`src/rtl/mc_port_arbiter_pkg.sv`:
```
// Shared definitions for the MC port arbiter: MC field widths, flush FSM
// state encoding and the requester-id width helper.
package mc_port_arbiter_pkg;

    localparam int CMD_W  = 3;
    localparam int SCMD_W = 4;
    localparam int SIZE_W = 2;
    localparam int VADR_W = 48;
    localparam int DATA_W = 64;

    typedef enum logic [1:0] {
        ST_ARB        = 2'd0,
        ST_DRAIN      = 2'd1,
        ST_FLUSH      = 2'd2,
        ST_WAIT_CMPLT = 2'd3
    } arbState_t;

    // Number of low rtnctl bits that carry the requester id.
    function automatic int idWidth(input int numReq);
        return (numReq <= 1) ? 1 : $clog2(numReq);
    endfunction

endpackage

```
`src/rtl/mc_port_arbiter_if.sv`:
```
// Bundle of requester-side and MC-side signals for the MC port arbiter.
// The slave modport is the arbiter's view; master is the environment's view.
interface mc_port_arbiter_if
    import mc_port_arbiter_pkg::*;
#(
    parameter int NUM_REQ      = 4,
    parameter int RTNCTL_WIDTH = 32
);
    localparam int IDW  = idWidth(NUM_REQ);
    localparam int TAGW = RTNCTL_WIDTH - IDW;

    logic [NUM_REQ-1:0]        req_vld;
    logic [NUM_REQ-1:0]        req_rdy;
    logic [NUM_REQ*CMD_W-1:0]  req_cmd;
    logic [NUM_REQ*SCMD_W-1:0] req_scmd;
    logic [NUM_REQ*SIZE_W-1:0] req_size;
    logic [NUM_REQ*VADR_W-1:0] req_vadr;
    logic [NUM_REQ*DATA_W-1:0] req_data;
    logic [NUM_REQ*TAGW-1:0]   req_tag;

    logic                      mc_rq_vld;
    logic [CMD_W-1:0]          mc_rq_cmd;
    logic [SCMD_W-1:0]         mc_rq_scmd;
    logic [SIZE_W-1:0]         mc_rq_size;
    logic [VADR_W-1:0]         mc_rq_vadr;
    logic [DATA_W-1:0]         mc_rq_data;
    logic [RTNCTL_WIDTH-1:0]   mc_rq_rtnctl;
    logic                      mc_rq_stall;

    logic                      mc_rs_vld;
    logic [CMD_W-1:0]          mc_rs_cmd;
    logic [SCMD_W-1:0]         mc_rs_scmd;
    logic [DATA_W-1:0]         mc_rs_data;
    logic [RTNCTL_WIDTH-1:0]   mc_rs_rtnctl;
    logic                      mc_rs_stall;

    logic [NUM_REQ-1:0]        rsp_vld;
    logic [CMD_W-1:0]          rsp_cmd;
    logic [SCMD_W-1:0]         rsp_scmd;
    logic [DATA_W-1:0]         rsp_data;
    logic [TAGW-1:0]           rsp_tag;
    logic [NUM_REQ-1:0]        rsp_stall;

    logic [NUM_REQ-1:0]        flush_req;
    logic                      flush_done;
    logic                      mc_rq_flush;
    logic                      mc_rs_flush_cmplt;

    modport slave (
        input  req_vld, req_cmd, req_scmd, req_size, req_vadr, req_data, req_tag,
        output req_rdy,
        output mc_rq_vld, mc_rq_cmd, mc_rq_scmd, mc_rq_size, mc_rq_vadr, mc_rq_data, mc_rq_rtnctl,
        input  mc_rq_stall,
        input  mc_rs_vld, mc_rs_cmd, mc_rs_scmd, mc_rs_data, mc_rs_rtnctl,
        output mc_rs_stall,
        output rsp_vld, rsp_cmd, rsp_scmd, rsp_data, rsp_tag,
        input  rsp_stall,
        input  flush_req, mc_rs_flush_cmplt,
        output flush_done, mc_rq_flush
    );

    modport master (
        output req_vld, req_cmd, req_scmd, req_size, req_vadr, req_data, req_tag,
        input  req_rdy,
        input  mc_rq_vld, mc_rq_cmd, mc_rq_scmd, mc_rq_size, mc_rq_vadr, mc_rq_data, mc_rq_rtnctl,
        output mc_rq_stall,
        output mc_rs_vld, mc_rs_cmd, mc_rs_scmd, mc_rs_data, mc_rs_rtnctl,
        input  mc_rs_stall,
        input  rsp_vld, rsp_cmd, rsp_scmd, rsp_data, rsp_tag,
        output rsp_stall,
        output flush_req, mc_rs_flush_cmplt,
        input  flush_done, mc_rq_flush
    );

endinterface

```
`src/rtl/mc_port_arbiter_rr.sv`:
```
// Round-robin selector: the search starts one past the last granted index,
// and the pointer only moves when the caller actually takes the grant.
module rr_arbiter
    import mc_port_arbiter_pkg::*;
#(
    parameter int NUM_REQ = 4,
    parameter int IDW     = idWidth(NUM_REQ)
) (
    input  logic               clk,
    input  logic               rst_n,
    input  logic [NUM_REQ-1:0] i_req,
    input  logic               i_adv,
    output logic [NUM_REQ-1:0] o_grant,
    output logic [IDW-1:0]     o_grantId,
    output logic               o_any
);

    logic [IDW-1:0] r_lastGrant;
    logic [IDW-1:0] w_idx;

    // Scan from lastGrant+1 upward; NUM_REQ is a power of two so the id wraps for free.
    always_comb begin
        o_grant   = '0;
        o_grantId = '0;
        o_any     = 1'b0;
        w_idx     = '0;
        for (int k = 1; k <= NUM_REQ; k++) begin
            w_idx = r_lastGrant + IDW'(k);
            if (!o_any && i_req[w_idx]) begin
                o_any          = 1'b1;
                o_grant[w_idx] = 1'b1;
                o_grantId      = w_idx;
            end
        end
    end

    // Pointer resets to the top index so requester 0 wins first.
    always_ff @(posedge clk or negedge rst_n) begin
        if (!rst_n) begin
            r_lastGrant <= IDW'(NUM_REQ - 1);
        end else if (i_adv) begin
            r_lastGrant <= o_grantId;
        end
    end

endmodule

```
`src/rtl/mc_port_arbiter.sv`:
```
// Multi-requester front end for one MC port: round-robin request mux into a
// single output register, combinational response routing by rtnctl id, and a
// drain/flush/wait-complete sequence for write flushes.
module mc_port_arbiter
    import mc_port_arbiter_pkg::*;
#(
    parameter int NUM_REQ      = 4,
    parameter int RTNCTL_WIDTH = 32
) (
    input  logic               clk,
    input  logic               i_reset_n,
    mc_port_arbiter_if.slave   bus
);

    localparam int IDW  = idWidth(NUM_REQ);
    localparam int TAGW = RTNCTL_WIDTH - IDW;

    logic [1:0]              r_rstSync;
    logic                    w_rstN;

    arbState_t               r_state;
    logic                    r_flush;
    logic                    r_flushDone;

    logic                    r_rqVld;
    logic [CMD_W-1:0]        r_rqCmd;
    logic [SCMD_W-1:0]       r_rqScmd;
    logic [SIZE_W-1:0]       r_rqSize;
    logic [VADR_W-1:0]       r_rqVadr;
    logic [DATA_W-1:0]       r_rqData;
    logic [RTNCTL_WIDTH-1:0] r_rqRtnctl;

    logic                    w_load;
    logic                    w_flushReq;
    logic                    w_grantEn;
    logic [NUM_REQ-1:0]      w_grant;
    logic [IDW-1:0]          w_grantId;
    logic                    w_anyReq;

    // Reset asserts immediately but releases only on a clock edge, two flops deep.
    always_ff @(posedge clk or negedge i_reset_n) begin
        if (!i_reset_n) begin
            r_rstSync <= 2'b00;
        end else begin
            r_rstSync <= {r_rstSync[0], 1'b1};
        end
    end

    assign w_rstN     = r_rstSync[1];
    assign w_load     = !r_rqVld || !bus.mc_rq_stall;
    assign w_flushReq = |bus.flush_req;
    assign w_grantEn  = w_rstN && (r_state == ST_ARB) && !w_flushReq && w_load && w_anyReq;

    rr_arbiter #(
        .NUM_REQ (NUM_REQ),
        .IDW     (IDW)
    ) u_rrArbiter (
        .clk       (clk),
        .rst_n     (w_rstN),
        .i_req     (bus.req_vld),
        .i_adv     (w_grantEn),
        .o_grant   (w_grant),
        .o_grantId (w_grantId),
        .o_any     (w_anyReq)
    );

    assign bus.req_rdy = w_grantEn ? w_grant : '0;

    // Output register: refills whenever it is empty or its contents leave this cycle.
    always_ff @(posedge clk or negedge w_rstN) begin
        if (!w_rstN) begin
            r_rqVld    <= 1'b0;
            r_rqCmd    <= '0;
            r_rqScmd   <= '0;
            r_rqSize   <= '0;
            r_rqVadr   <= '0;
            r_rqData   <= '0;
            r_rqRtnctl <= '0;
        end else if (w_load) begin
            r_rqVld <= w_grantEn;
            if (w_grantEn) begin
                r_rqCmd    <= bus.req_cmd [w_grantId*CMD_W  +: CMD_W];
                r_rqScmd   <= bus.req_scmd[w_grantId*SCMD_W +: SCMD_W];
                r_rqSize   <= bus.req_size[w_grantId*SIZE_W +: SIZE_W];
                r_rqVadr   <= bus.req_vadr[w_grantId*VADR_W +: VADR_W];
                r_rqData   <= bus.req_data[w_grantId*DATA_W +: DATA_W];
                r_rqRtnctl <= {bus.req_tag[w_grantId*TAGW +: TAGW], w_grantId};
            end
        end
    end

    assign bus.mc_rq_vld    = r_rqVld;
    assign bus.mc_rq_cmd    = r_rqCmd;
    assign bus.mc_rq_scmd   = r_rqScmd;
    assign bus.mc_rq_size   = r_rqSize;
    assign bus.mc_rq_vadr   = r_rqVadr;
    assign bus.mc_rq_data   = r_rqData;
    assign bus.mc_rq_rtnctl = r_rqRtnctl;

    // Flush sequencer: stop granting, let the held request go, issue one flush, await completion.
    always_ff @(posedge clk or negedge w_rstN) begin
        if (!w_rstN) begin
            r_state     <= ST_ARB;
            r_flush     <= 1'b0;
            r_flushDone <= 1'b0;
        end else begin
            r_flushDone <= 1'b0;
            case (r_state)
                ST_ARB: begin
                    if (w_flushReq) begin
                        r_state <= ST_DRAIN;
                    end
                end
                ST_DRAIN: begin
                    if (w_load) begin
                        r_state <= ST_FLUSH;
                        r_flush <= 1'b1;
                    end
                end
                ST_FLUSH: begin
                    if (!bus.mc_rq_stall) begin
                        r_flush <= 1'b0;
                        r_state <= ST_WAIT_CMPLT;
                    end
                end
                ST_WAIT_CMPLT: begin
                    if (bus.mc_rs_flush_cmplt) begin
                        r_flushDone <= 1'b1;
                        r_state     <= ST_ARB;
                    end
                end
                default: begin
                    r_state <= ST_ARB;
                end
            endcase
        end
    end

    assign bus.mc_rq_flush = r_flush;
    assign bus.flush_done  = r_flushDone;

    // Responses steer straight through to the requester named in the rtnctl id bits.
    always_comb begin
        bus.rsp_vld = '0;
        bus.rsp_vld[bus.mc_rs_rtnctl[IDW-1:0]] = bus.mc_rs_vld;
    end

    assign bus.rsp_cmd     = bus.mc_rs_cmd;
    assign bus.rsp_scmd    = bus.mc_rs_scmd;
    assign bus.rsp_data    = bus.mc_rs_data;
    assign bus.rsp_tag     = bus.mc_rs_rtnctl[RTNCTL_WIDTH-1:IDW];
    assign bus.mc_rs_stall = |bus.rsp_stall;

endmodule

```
`src/flat_wrapper.sv`:
```
// flat-port wrapper written by rule: the top's interface ports become plain ports
module mc_port_arbiter_flat import mc_port_arbiter_pkg::*;
#(
    parameter int NUM_REQ      = 4,
    parameter int RTNCTL_WIDTH = 32
)
  (clk, i_reset_n, bus_req_vld, bus_req_cmd, bus_req_scmd, bus_req_size, bus_req_vadr, bus_req_data, bus_req_tag, bus_req_rdy, bus_mc_rq_vld, bus_mc_rq_cmd, bus_mc_rq_scmd, bus_mc_rq_size, bus_mc_rq_vadr, bus_mc_rq_data, bus_mc_rq_rtnctl, bus_mc_rq_stall, bus_mc_rs_vld, bus_mc_rs_cmd, bus_mc_rs_scmd, bus_mc_rs_data, bus_mc_rs_rtnctl, bus_mc_rs_stall, bus_rsp_vld, bus_rsp_cmd, bus_rsp_scmd, bus_rsp_data, bus_rsp_tag, bus_rsp_stall, bus_flush_req, bus_mc_rs_flush_cmplt, bus_flush_done, bus_mc_rq_flush);
  mc_port_arbiter_if #(.NUM_REQ(NUM_REQ), .RTNCTL_WIDTH(RTNCTL_WIDTH)) bus_i ();
  input  logic clk;
  input  logic i_reset_n;
  input wire logic [$bits(bus_i.req_vld)-1:0] bus_req_vld;
  input wire logic [$bits(bus_i.req_cmd)-1:0] bus_req_cmd;
  input wire logic [$bits(bus_i.req_scmd)-1:0] bus_req_scmd;
  input wire logic [$bits(bus_i.req_size)-1:0] bus_req_size;
  input wire logic [$bits(bus_i.req_vadr)-1:0] bus_req_vadr;
  input wire logic [$bits(bus_i.req_data)-1:0] bus_req_data;
  input wire logic [$bits(bus_i.req_tag)-1:0] bus_req_tag;
  output wire logic [$bits(bus_i.req_rdy)-1:0] bus_req_rdy;
  output wire logic [$bits(bus_i.mc_rq_vld)-1:0] bus_mc_rq_vld;
  output wire logic [$bits(bus_i.mc_rq_cmd)-1:0] bus_mc_rq_cmd;
  output wire logic [$bits(bus_i.mc_rq_scmd)-1:0] bus_mc_rq_scmd;
  output wire logic [$bits(bus_i.mc_rq_size)-1:0] bus_mc_rq_size;
  output wire logic [$bits(bus_i.mc_rq_vadr)-1:0] bus_mc_rq_vadr;
  output wire logic [$bits(bus_i.mc_rq_data)-1:0] bus_mc_rq_data;
  output wire logic [$bits(bus_i.mc_rq_rtnctl)-1:0] bus_mc_rq_rtnctl;
  input wire logic [$bits(bus_i.mc_rq_stall)-1:0] bus_mc_rq_stall;
  input wire logic [$bits(bus_i.mc_rs_vld)-1:0] bus_mc_rs_vld;
  input wire logic [$bits(bus_i.mc_rs_cmd)-1:0] bus_mc_rs_cmd;
  input wire logic [$bits(bus_i.mc_rs_scmd)-1:0] bus_mc_rs_scmd;
  input wire logic [$bits(bus_i.mc_rs_data)-1:0] bus_mc_rs_data;
  input wire logic [$bits(bus_i.mc_rs_rtnctl)-1:0] bus_mc_rs_rtnctl;
  output wire logic [$bits(bus_i.mc_rs_stall)-1:0] bus_mc_rs_stall;
  output wire logic [$bits(bus_i.rsp_vld)-1:0] bus_rsp_vld;
  output wire logic [$bits(bus_i.rsp_cmd)-1:0] bus_rsp_cmd;
  output wire logic [$bits(bus_i.rsp_scmd)-1:0] bus_rsp_scmd;
  output wire logic [$bits(bus_i.rsp_data)-1:0] bus_rsp_data;
  output wire logic [$bits(bus_i.rsp_tag)-1:0] bus_rsp_tag;
  input wire logic [$bits(bus_i.rsp_stall)-1:0] bus_rsp_stall;
  input wire logic [$bits(bus_i.flush_req)-1:0] bus_flush_req;
  input wire logic [$bits(bus_i.mc_rs_flush_cmplt)-1:0] bus_mc_rs_flush_cmplt;
  output wire logic [$bits(bus_i.flush_done)-1:0] bus_flush_done;
  output wire logic [$bits(bus_i.mc_rq_flush)-1:0] bus_mc_rq_flush;
  assign bus_i.req_vld = bus_req_vld;
  assign bus_i.req_cmd = bus_req_cmd;
  assign bus_i.req_scmd = bus_req_scmd;
  assign bus_i.req_size = bus_req_size;
  assign bus_i.req_vadr = bus_req_vadr;
  assign bus_i.req_data = bus_req_data;
  assign bus_i.req_tag = bus_req_tag;
  assign bus_req_rdy = bus_i.req_rdy;
  assign bus_mc_rq_vld = bus_i.mc_rq_vld;
  assign bus_mc_rq_cmd = bus_i.mc_rq_cmd;
  assign bus_mc_rq_scmd = bus_i.mc_rq_scmd;
  assign bus_mc_rq_size = bus_i.mc_rq_size;
  assign bus_mc_rq_vadr = bus_i.mc_rq_vadr;
  assign bus_mc_rq_data = bus_i.mc_rq_data;
  assign bus_mc_rq_rtnctl = bus_i.mc_rq_rtnctl;
  assign bus_i.mc_rq_stall = bus_mc_rq_stall;
  assign bus_i.mc_rs_vld = bus_mc_rs_vld;
  assign bus_i.mc_rs_cmd = bus_mc_rs_cmd;
  assign bus_i.mc_rs_scmd = bus_mc_rs_scmd;
  assign bus_i.mc_rs_data = bus_mc_rs_data;
  assign bus_i.mc_rs_rtnctl = bus_mc_rs_rtnctl;
  assign bus_mc_rs_stall = bus_i.mc_rs_stall;
  assign bus_rsp_vld = bus_i.rsp_vld;
  assign bus_rsp_cmd = bus_i.rsp_cmd;
  assign bus_rsp_scmd = bus_i.rsp_scmd;
  assign bus_rsp_data = bus_i.rsp_data;
  assign bus_rsp_tag = bus_i.rsp_tag;
  assign bus_i.rsp_stall = bus_rsp_stall;
  assign bus_i.flush_req = bus_flush_req;
  assign bus_i.mc_rs_flush_cmplt = bus_mc_rs_flush_cmplt;
  assign bus_flush_done = bus_i.flush_done;
  assign bus_mc_rq_flush = bus_i.mc_rq_flush;
  mc_port_arbiter #(.NUM_REQ(NUM_REQ), .RTNCTL_WIDTH(RTNCTL_WIDTH)) u_core (.clk(clk), .i_reset_n(i_reset_n), .bus(bus_i));
endmodule
```
`config.mk`:
```
export PLATFORM = sky130hd
export DESIGN_NAME = mc_port_arbiter_flat
export DESIGN_NICKNAME = d
export VERILOG_FILES = /design/src/rtl/mc_port_arbiter_pkg.sv /design/src/rtl/mc_port_arbiter_if.sv /design/src/rtl/mc_port_arbiter_rr.sv /design/src/rtl/mc_port_arbiter.sv /design/src/flat_wrapper.sv
export SDC_FILE = /design/constraint.sdc
export NUM_CORES = 1
export LEC_CHECK = 0
export ABC_AREA = 1
export CORE_AREA = 2 2 387 389
export CTS_BUF_LIST = sky130_fd_sc_hd__clkbuf_2
export CTS_CLUSTER_SIZE = 16
export DETAILED_ROUTE_END_ITERATION = 10
export DIE_AREA = 0 0 389 391
export GPL_ROUTABILITY_DRIVEN = 0
export SYNTH_ARGS = -nofsm -noshare
export SYNTH_HDL_FRONTEND = slang
export SYNTH_SLANG_ARGS = --single-unit
export TNS_END_PERCENT = 30
```
`constraint.sdc`:
```
create_clock -name clk -period 9.7 [get_ports clk]
set_input_delay 0.97 -clock clk [delete_from_list [all_inputs] [get_ports clk]]
set_output_delay 0.97 -clock clk [all_outputs]
set_load 0.05 [all_outputs]
```
==> flow_metrics.py, run 1 <==
metrics = {
    "finish": {
        "nets": 3657,
        "area_growth_pct": 66.9,
        "fillCellCount": 17100,
        "final-seq-area_um2": 4060,
        "layout_commonest_cell": "clkdlybuf4s50_1",
        "final_cell_mix": "clkdlybuf4s50_1, nand2_1, inv_1",
        "fin_area_um2": 23800,
        "drive_above_1_share": 0.0798,
        "multi_input_area_um2": 7050,
    },
    "worst_setup_path": {
        "r2r_slack_ns": 5.17,
        "crit_type": "reg -> out",
        "crit_path_start_kind": "register",
        "cp-end-kind": "primary output",
        "arrival_ns": 4.93,
        "required_ns": 8.73,
        "crit_path_max_fanout": 67,
        "reg2reg_depth": 15,
    },
    "routing": {
        "vias": 17100,
        "wl_per_cell_um": 20.2,
        "wl_um": 98600,
        "drcViolationCount": 0,
        "via_per_inst": 3.51,
        "drt_iter0_drc": 1070,
        "firstDrtPassIters": 5,
        "ant_nets": 0,
    },
    "clock_tree": {
        "clk_path_buf_depth": 2,
        "htree_num_levels": 4,
        "cts_sinks": 162,
        "clockRootBuffer": "clkbuf_2",
        "tritoncts": "yes",
        "cts_resized": 0,
        "numCtsBuffers": 17,
        "clkLatencyLatePin_ns": 1.23,
        "clk_pin_slew_ns": 0.45,
    },
    "floorplan": {
        "start_util": 0.0959,
        "rows": 142,
        "num_io_pins": 990,
        "coreArea_um2": 149000,
        "die_h_um": 391,
        "die_area_um2": 152000,
        "dieWidth_um": 389,
    },
    "power_and_ir_drop": {
        "power_frac_seq": 0.131,
        "p_per_area_nw_per_um2": 344,
        "comb_power_share": 0.805,
        "p_leak_nw": 11.4,
        "peakVddDrop_v": 0.000475,
        "p_sw_mw": 5.06,
        "clkPwrFrac": 0.064,
        "sw_frac_of_total": 0.620,
        "p_int_mw": 3.11,
    },
    "sta": {
        "period_needed_ns": 5.90,
        "maxSlewViolCount": 0,
        "rsz0062_at_grt": "no",
        "min_period_over_period": 0.608,
        "skew_ns": 0.150,
        "relSlewSlack": 0.373,
        "fmax_mhz": 169,
        "max_slew.worst_pin.slew_ns": 0.937,
        "fin_tns_setup_ns": 0,
        "finalHoldViolations": 0,
        "setup_viol": 0,
    },
    "synth": {
        "synthesis.area_um2": 14200,
        "synth_edf_count": 0,
        "syn_nets": 3075,
        "ys_types": 36,
        "yosysTopAreaCellShare": 0.281,
        "yosysSeqAreaShare": 0.285,
        "synth_area_leaders": "dfrtp_1, nand2_1, nand3_1",
        "yosys.area.top_type": "dfrtp_1",
        "avgSynthCellArea_um2": 6.09,
        "synth_cells": 2338,
        "async_flop_share": 1.00,
        "synth-main-ff-cell": "dfrtp_1",
        "synth_warnings": 0,
        "ys_ff_latch": 162,
    },
    "global_route": {
        "track_usage": 0.125,
        "antenna_found_initial": 51,
        "grt_pass1_wl_um": 132000,
        "grt_max_degree": 193,
        "grt_pass1_vias": 16600,
        "grt-ovfl-total": 0,
    },
    "placement": {
        "port_buffers": 787,
        "placed_cell_area_um2": 23400,
        "place.detailed.hpwl_um": 81000,
    },
    "worst_hold_path": {
        "worstHoldPathType": "in -> reg",
        "hold_depth": 5,
    },
    "status": {
        "status": "finished clean",
    },
    "run": {
        "maxCapViolCount": 0,
    },
}
-- through the flow --
stage / setup WS, ns / instances / power [mW] / utilization / hold slack, ns
after floorplan: 3.61 / 2338 / 5.54 / - / 0.331
after global routing: 3.20 / 4884 / 8.98 / 0.160 / 0.0951
after CTS: 3.36 / 4877 / 8.37 / 0.160 / 0.00788
final: 3.80 / 4886 / 8.17 / 0.160 / 0.376
after global placement: 4.54 / 4837 / 7.74 / 0.158 / 0.340
after detailed placement: 4.54 / 4837 / 7.78 / 0.158 / 0.350
-- worst max-delay path: stages, from the launching register on --
cell	delay, ns
dfstp_2	0.78
inv_4	0.15
ha_1	0.43
inv_2	0.08
nand2_1	0.15
nand2_4	0.12
nor2_8	0.19
nand3_4	0.30
nand2_8	0.45
inv_4	0.23
o21ai_0	0.15
inv_1	0.06
clkdlybuf4s50_1	0.69
-- registers in the layout (all words and copies together), names as in the netlist --
signal                          count
u_core.bus.mc_rq_rtnctl            32
u_core.bus.mc_rq_scmd               4
u_core.bus.flush_done               1
u_core.bus.mc_rq_cmd                3
u_core.bus.mc_rq_size               2
u_core.r_rstSync                    2
u_core.r_state                      2
u_core.bus.mc_rq_data              64
u_core.u_rrArbiter.r_lastGrant      2
u_core.bus.mc_rq_vadr              48
u_core.bus.mc_rq_vld                1
u_core.bus.mc_rq_flush              1
-- cells by family (layout without fill, tap and decap cells) --
family	after synthesis	in the layout	share of synthesized area
DFF	162	162	0.285
other	1	10	0.000263
and+or+nand+nor	1421	1421	0.468
buffers and inverters	718	1313	0.226
adders and majority gates	13	13	0.0114
AOI/OAI and AO/OA	23	23	0.00966
-- metal layers --
metal | vias up | global-route usage | part of all wire
li1 | 8222 | - | -
met1 | 7847 | 0.139 | 0.38
met2 | 871 | 0.208 | 0.47
met3 | 178 | 0.0572 | 0.11
met4 | 30 | 0.0478 | 0.035
met5 | - | 0 | 0.0021
-- final timing paths --
kind / startpoint / end
setup / recovery: u_core.u_rrArbiter.r_lastGrant[0] / bus_req_rdy[2]
hold / removal: bus_req_data[56] / u_core.bus.mc_rq_data[56]
setup reg to reg: u_core.u_rrArbiter.r_lastGrant[0] / u_core.bus.mc_rq_rtnctl[24]
hold reg to reg: u_core.r_rstSync[1] / u_core.bus.mc_rq_data[54]
max in group asynchronous: u_core.r_rstSync[1] / u_core.bus.mc_rq_rtnctl[1]
min in group asynchronous: u_core.r_rstSync[1] / u_core.bus.mc_rq_data[54]
-- timing repair --
action,CTS,global route
endpoints found under the hold margin,8,0
setup endpoints to repair,0,0
hold buffers,8,0
setup buffers,0,0
-- power groups by stage --
stage	clock network [mW]	registers [mW]	logic, mW
final	0.523	1.07	6.57
after detailed placement	0	1.09	6.69
after global routing	0.590	1.11	7.28
after global placement	0	1.08	6.66
after floorplan	0	1.83	3.71
after CTS	0.574	1.08	6.72
-- cells in the mapped netlist, types with 3 or more instances --
cell / count
a22oi_1: 3
nand2_1: 696
ha_1: 13
nand2_2: 4
nand4_1: 135
buf_6: 3
nor3_1: 5
buf_4: 114
clkbuf_1: 65
a21oi_1: 5
buf_1: 17
buf_2: 54
nand3_1: 397
o21ai_0: 7
inv_1: 462
dfrtp_1: 160
or2_2: 163
nor2_1: 6
or2_1: 6
-- layout make-up --
| class | instances | share of cell area |
|---|---|---|
| Antenna cell | 9 | 0.000947 |
| Clock inverter | 15 | 0.00810 |
| Inverter | 465 | 0.0736 |
| Multi-Input combinational cell | 1458 | 0.296 |
| Clock buffer | 17 | 0.00358 |
| Tap cell | 1944 | 0.102 |
| Sequential cell | 162 | 0.171 |
| Timing Repair Buffer | 816 | 0.344 |
No activity file was read; power rests on OpenSTA's default activity.
==> run 2: changes to the inputs <==
--- a/config.mk
+++ b/config.mk
@@ -6,11 +6,11 @@
 export NUM_CORES = 1
 export LEC_CHECK = 0
 export ABC_AREA = 1
-export CORE_AREA = 2 2 387 389
+export CORE_AREA = 2 2 390 392
 export CTS_BUF_LIST = sky130_fd_sc_hd__clkbuf_2
 export CTS_CLUSTER_SIZE = 16
 export DETAILED_ROUTE_END_ITERATION = 10
-export DIE_AREA = 0 0 389 391
+export DIE_AREA = 0 0 392 394
 export GPL_ROUTABILITY_DRIVEN = 0
 export SYNTH_ARGS = -nofsm -noshare
 export SYNTH_HDL_FRONTEND = slang
==> constraint.sdc (replaced) <==
create_clock -name clk -period 4.75 [get_ports clk]
set_input_delay 0.475 -clock clk [delete_from_list [all_inputs] [get_ports clk]]
set_output_delay 0.475 -clock clk [all_outputs]
set_load 0.05 [all_outputs]
==> run 2 against run 1 <==
Effect of this change: die area grew 1.5%; critical path type is now reg -> reg; final cell count rose by 11%; register-to-register slack worse by 5.0 ns; non-clock buffer count increased by 460; via count rose by 13%; clock power rose by 67%; clock skew decreased by 0.043 ns.
==> flow_metrics.py, run 2 (synthesis gave the netlist of run 1 again) <==
metrics = {
    "floorplan": {
        "rows": 143,
        "start_util": 0.0946,
        "die_h_um": 394,
        "dieWidth_um": 392,
        "coreArea_um2": 151000,
        "num_io_pins": 990,
        "die_area_um2": 154000,
    },
    "finish": {
        "fillCellCount": 16900,
        "nets": 4118,
        "final_cell_mix": "clkdlybuf4s50_1, nand2_1, inv_1",
        "largest_reg_flops": 64,
        "drive_above_1_share": 0.0763,
        "fin_util": 0.190,
        "area_growth_pct": 101,
        "layout_commonest_cell": "clkdlybuf4s50_1",
    },
    "worst_setup_path": {
        "cp-end-kind": "register",
        "path_buf_inv": 6,
        "timing.rr.end": "u_core.bus.mc_rq_data[0]",
        "crit_top_cell": "nand3_1",
        "crit_path_start_kind": "register",
        "reg2reg_depth": 15,
        "crit_type": "reg -> reg",
        "max_stage_delay_ns": 0.77,
        "reg2reg_from": "u_core.u_rrArbiter.r_lastGrant[0]",
        "arrival_ns": 5.62,
        "crit_slowest_cell": "dfstp_4",
        "path_delay_family": "buffers and inverters",
        "path_cells": "inv_4 -> ha_1 -> inv_2 -> nand3_1 -> nand2_1 -> a21oi_4 -> nand2_8 -> nand3_4 -> buf_12 -> buf_12 -> or2_2 -> nand3_1 -> dlygate4sd3_1 -> nand3_1 -> dlygate4sd3_1",
        "r2r_slack_ns": 0.20,
        "required_ns": 5.82,
        "crit_path_max_fanout": 85,
        "crit_path_start": "u_core.u_rrArbiter.r_lastGrant[0]",
    },
    "routing": {
        "firstDrtPassIters": 7,
        "wl_um": 103000,
        "via_per_inst": 3.58,
        "wl_per_cell_um": 19.0,
        "vias": 19500,
        "drt_iter0_drc": 1126,
        "drcViolationCount": 0,
        "ant_nets": 0,
    },
    "global_route": {
        "grt-ovfl-total": 0,
        "grt_pass1_vias": 19800,
        "antenna_found_initial": 61,
        "grt_max_degree": 135,
        "grt_pass1_wl_um": 140000,
        "track_usage": 0.128,
    },
    "placement": {
        "post-place-ws_ns": 0.804,
        "place.detailed.hpwl_um": 80300,
        "port_buffers": 787,
    },
    "clock_tree": {
        "cts_sinks": 162,
        "clk_path_buf_depth": 2,
        "clkLatencyLatePin_ns": 1.17,
        "numCtsBuffers": 17,
        "clk_pin_slew_ns": 0.32,
        "htree_num_levels": 4,
        "clockRootBuffer": "clkbuf_2",
        "tritoncts": "yes",
    },
    "sta": {
        "finalHoldViolations": 0,
        "hold_ws_ns": 0.268,
        "min_period_over_period": 0.958,
        "fin_ws_ns": 0.199,
        "skew_ns": 0.108,
        "fmax_mhz": 220,
        "setup_viol": 0,
        "maxSlewViolCount": 0,
        "max_slew.worst_pin.slew_ns": 0.899,
        "period_needed_ns": 4.55,
        "relSlewSlack": 0.400,
    },
    "power_and_ir_drop": {
        "peakVddDrop_v": 0.000722,
        "p_leak_nw": 13.3,
        "p_total_mw": 20.3,
        "p_per_area_nw_per_um2": 709,
    },
    "worst_hold_path": {
        "min_to": "u_core.bus.mc_rq_data[62]",
        "min-delay-start": "bus_req_data[126]",
        "hold_depth": 7,
        "worstHoldPathType": "in -> reg",
    },
    "status": {
        "status": "finished clean",
    },
    "run": {
        "maxCapViolCount": 0,
    },
}
run 2: cell type report:
cell class	instances	area (um2)	share of cell area
sequential	162	4060	0.142
inverter	465	1750	0.0613
multi-input combinational	1459	7070	0.248
tap	2030	2540	0.0889
clock buffer	17	85.1	0.00298
clock inverter	15	109	0.00381
antenna	12	30.0	0.00105
timing repair buffer	1276	12900	0.452
run 2: metal layers:
metal,track usage,up-vias,routed length [um]
li1,-,9154,-
met1,0.133,9077,37500
met2,0.228,970,50700
met3,0.0515,217,10700
met4,0.0524,36,4110
met5,0,-,241
run 2: report_power, final:
group / total [mW] / switching, mW / internal, mW / leakage, nW
sequential: 2.20 / 0.344 / 1.85 / 2.16
clock: 0.874 / 0.730 / 0.144 / 0.118
combinational: 17.2 / 9.99 / 7.19 / 11.0
run 2: worst max path at each step:
stage,to,slack (ns),cells after the start
finish,u_core.bus.mc_rq_data[0],0.20,15
global route,u_core.bus.mc_rq_vadr[40],-0.006,14
CTS,u_core.bus.mc_rq_rtnctl[9],0.02,15
detailed placement,u_core.bus.mc_rq_scmd[3],0.80,13
global placement,u_core.bus.mc_rq_scmd[3],0.78,13
floorplan,bus_req_rdy[0],0.79,8
run 2: metrics by stage:
step           std cells  TNS [ns]  instance area, um2
2_1_floorplan       2338         0               14200
3_3_place_gp        4940         0               23800
3_5_place_dp        4940         0               23800
4_1_cts             5422         0               28500
5_1_grt             5432  -0.00975               28600
6_report            5436         0               28600
run 2: repair_timing:
item,in CTS,in global routing
gates resized for setup,0,7
hold buffers,450,0
endpoints found under the hold margin,158,0
setup buffers,0,1
endpoints found under the setup margin,0,121
run 2: tightest hold or removal path: cells and delay by family:
kind / cells / cell delay [ns]
buffers and inverters: 2 / 0.49
AND/OR/NAND/NOR: 5 / 0.41
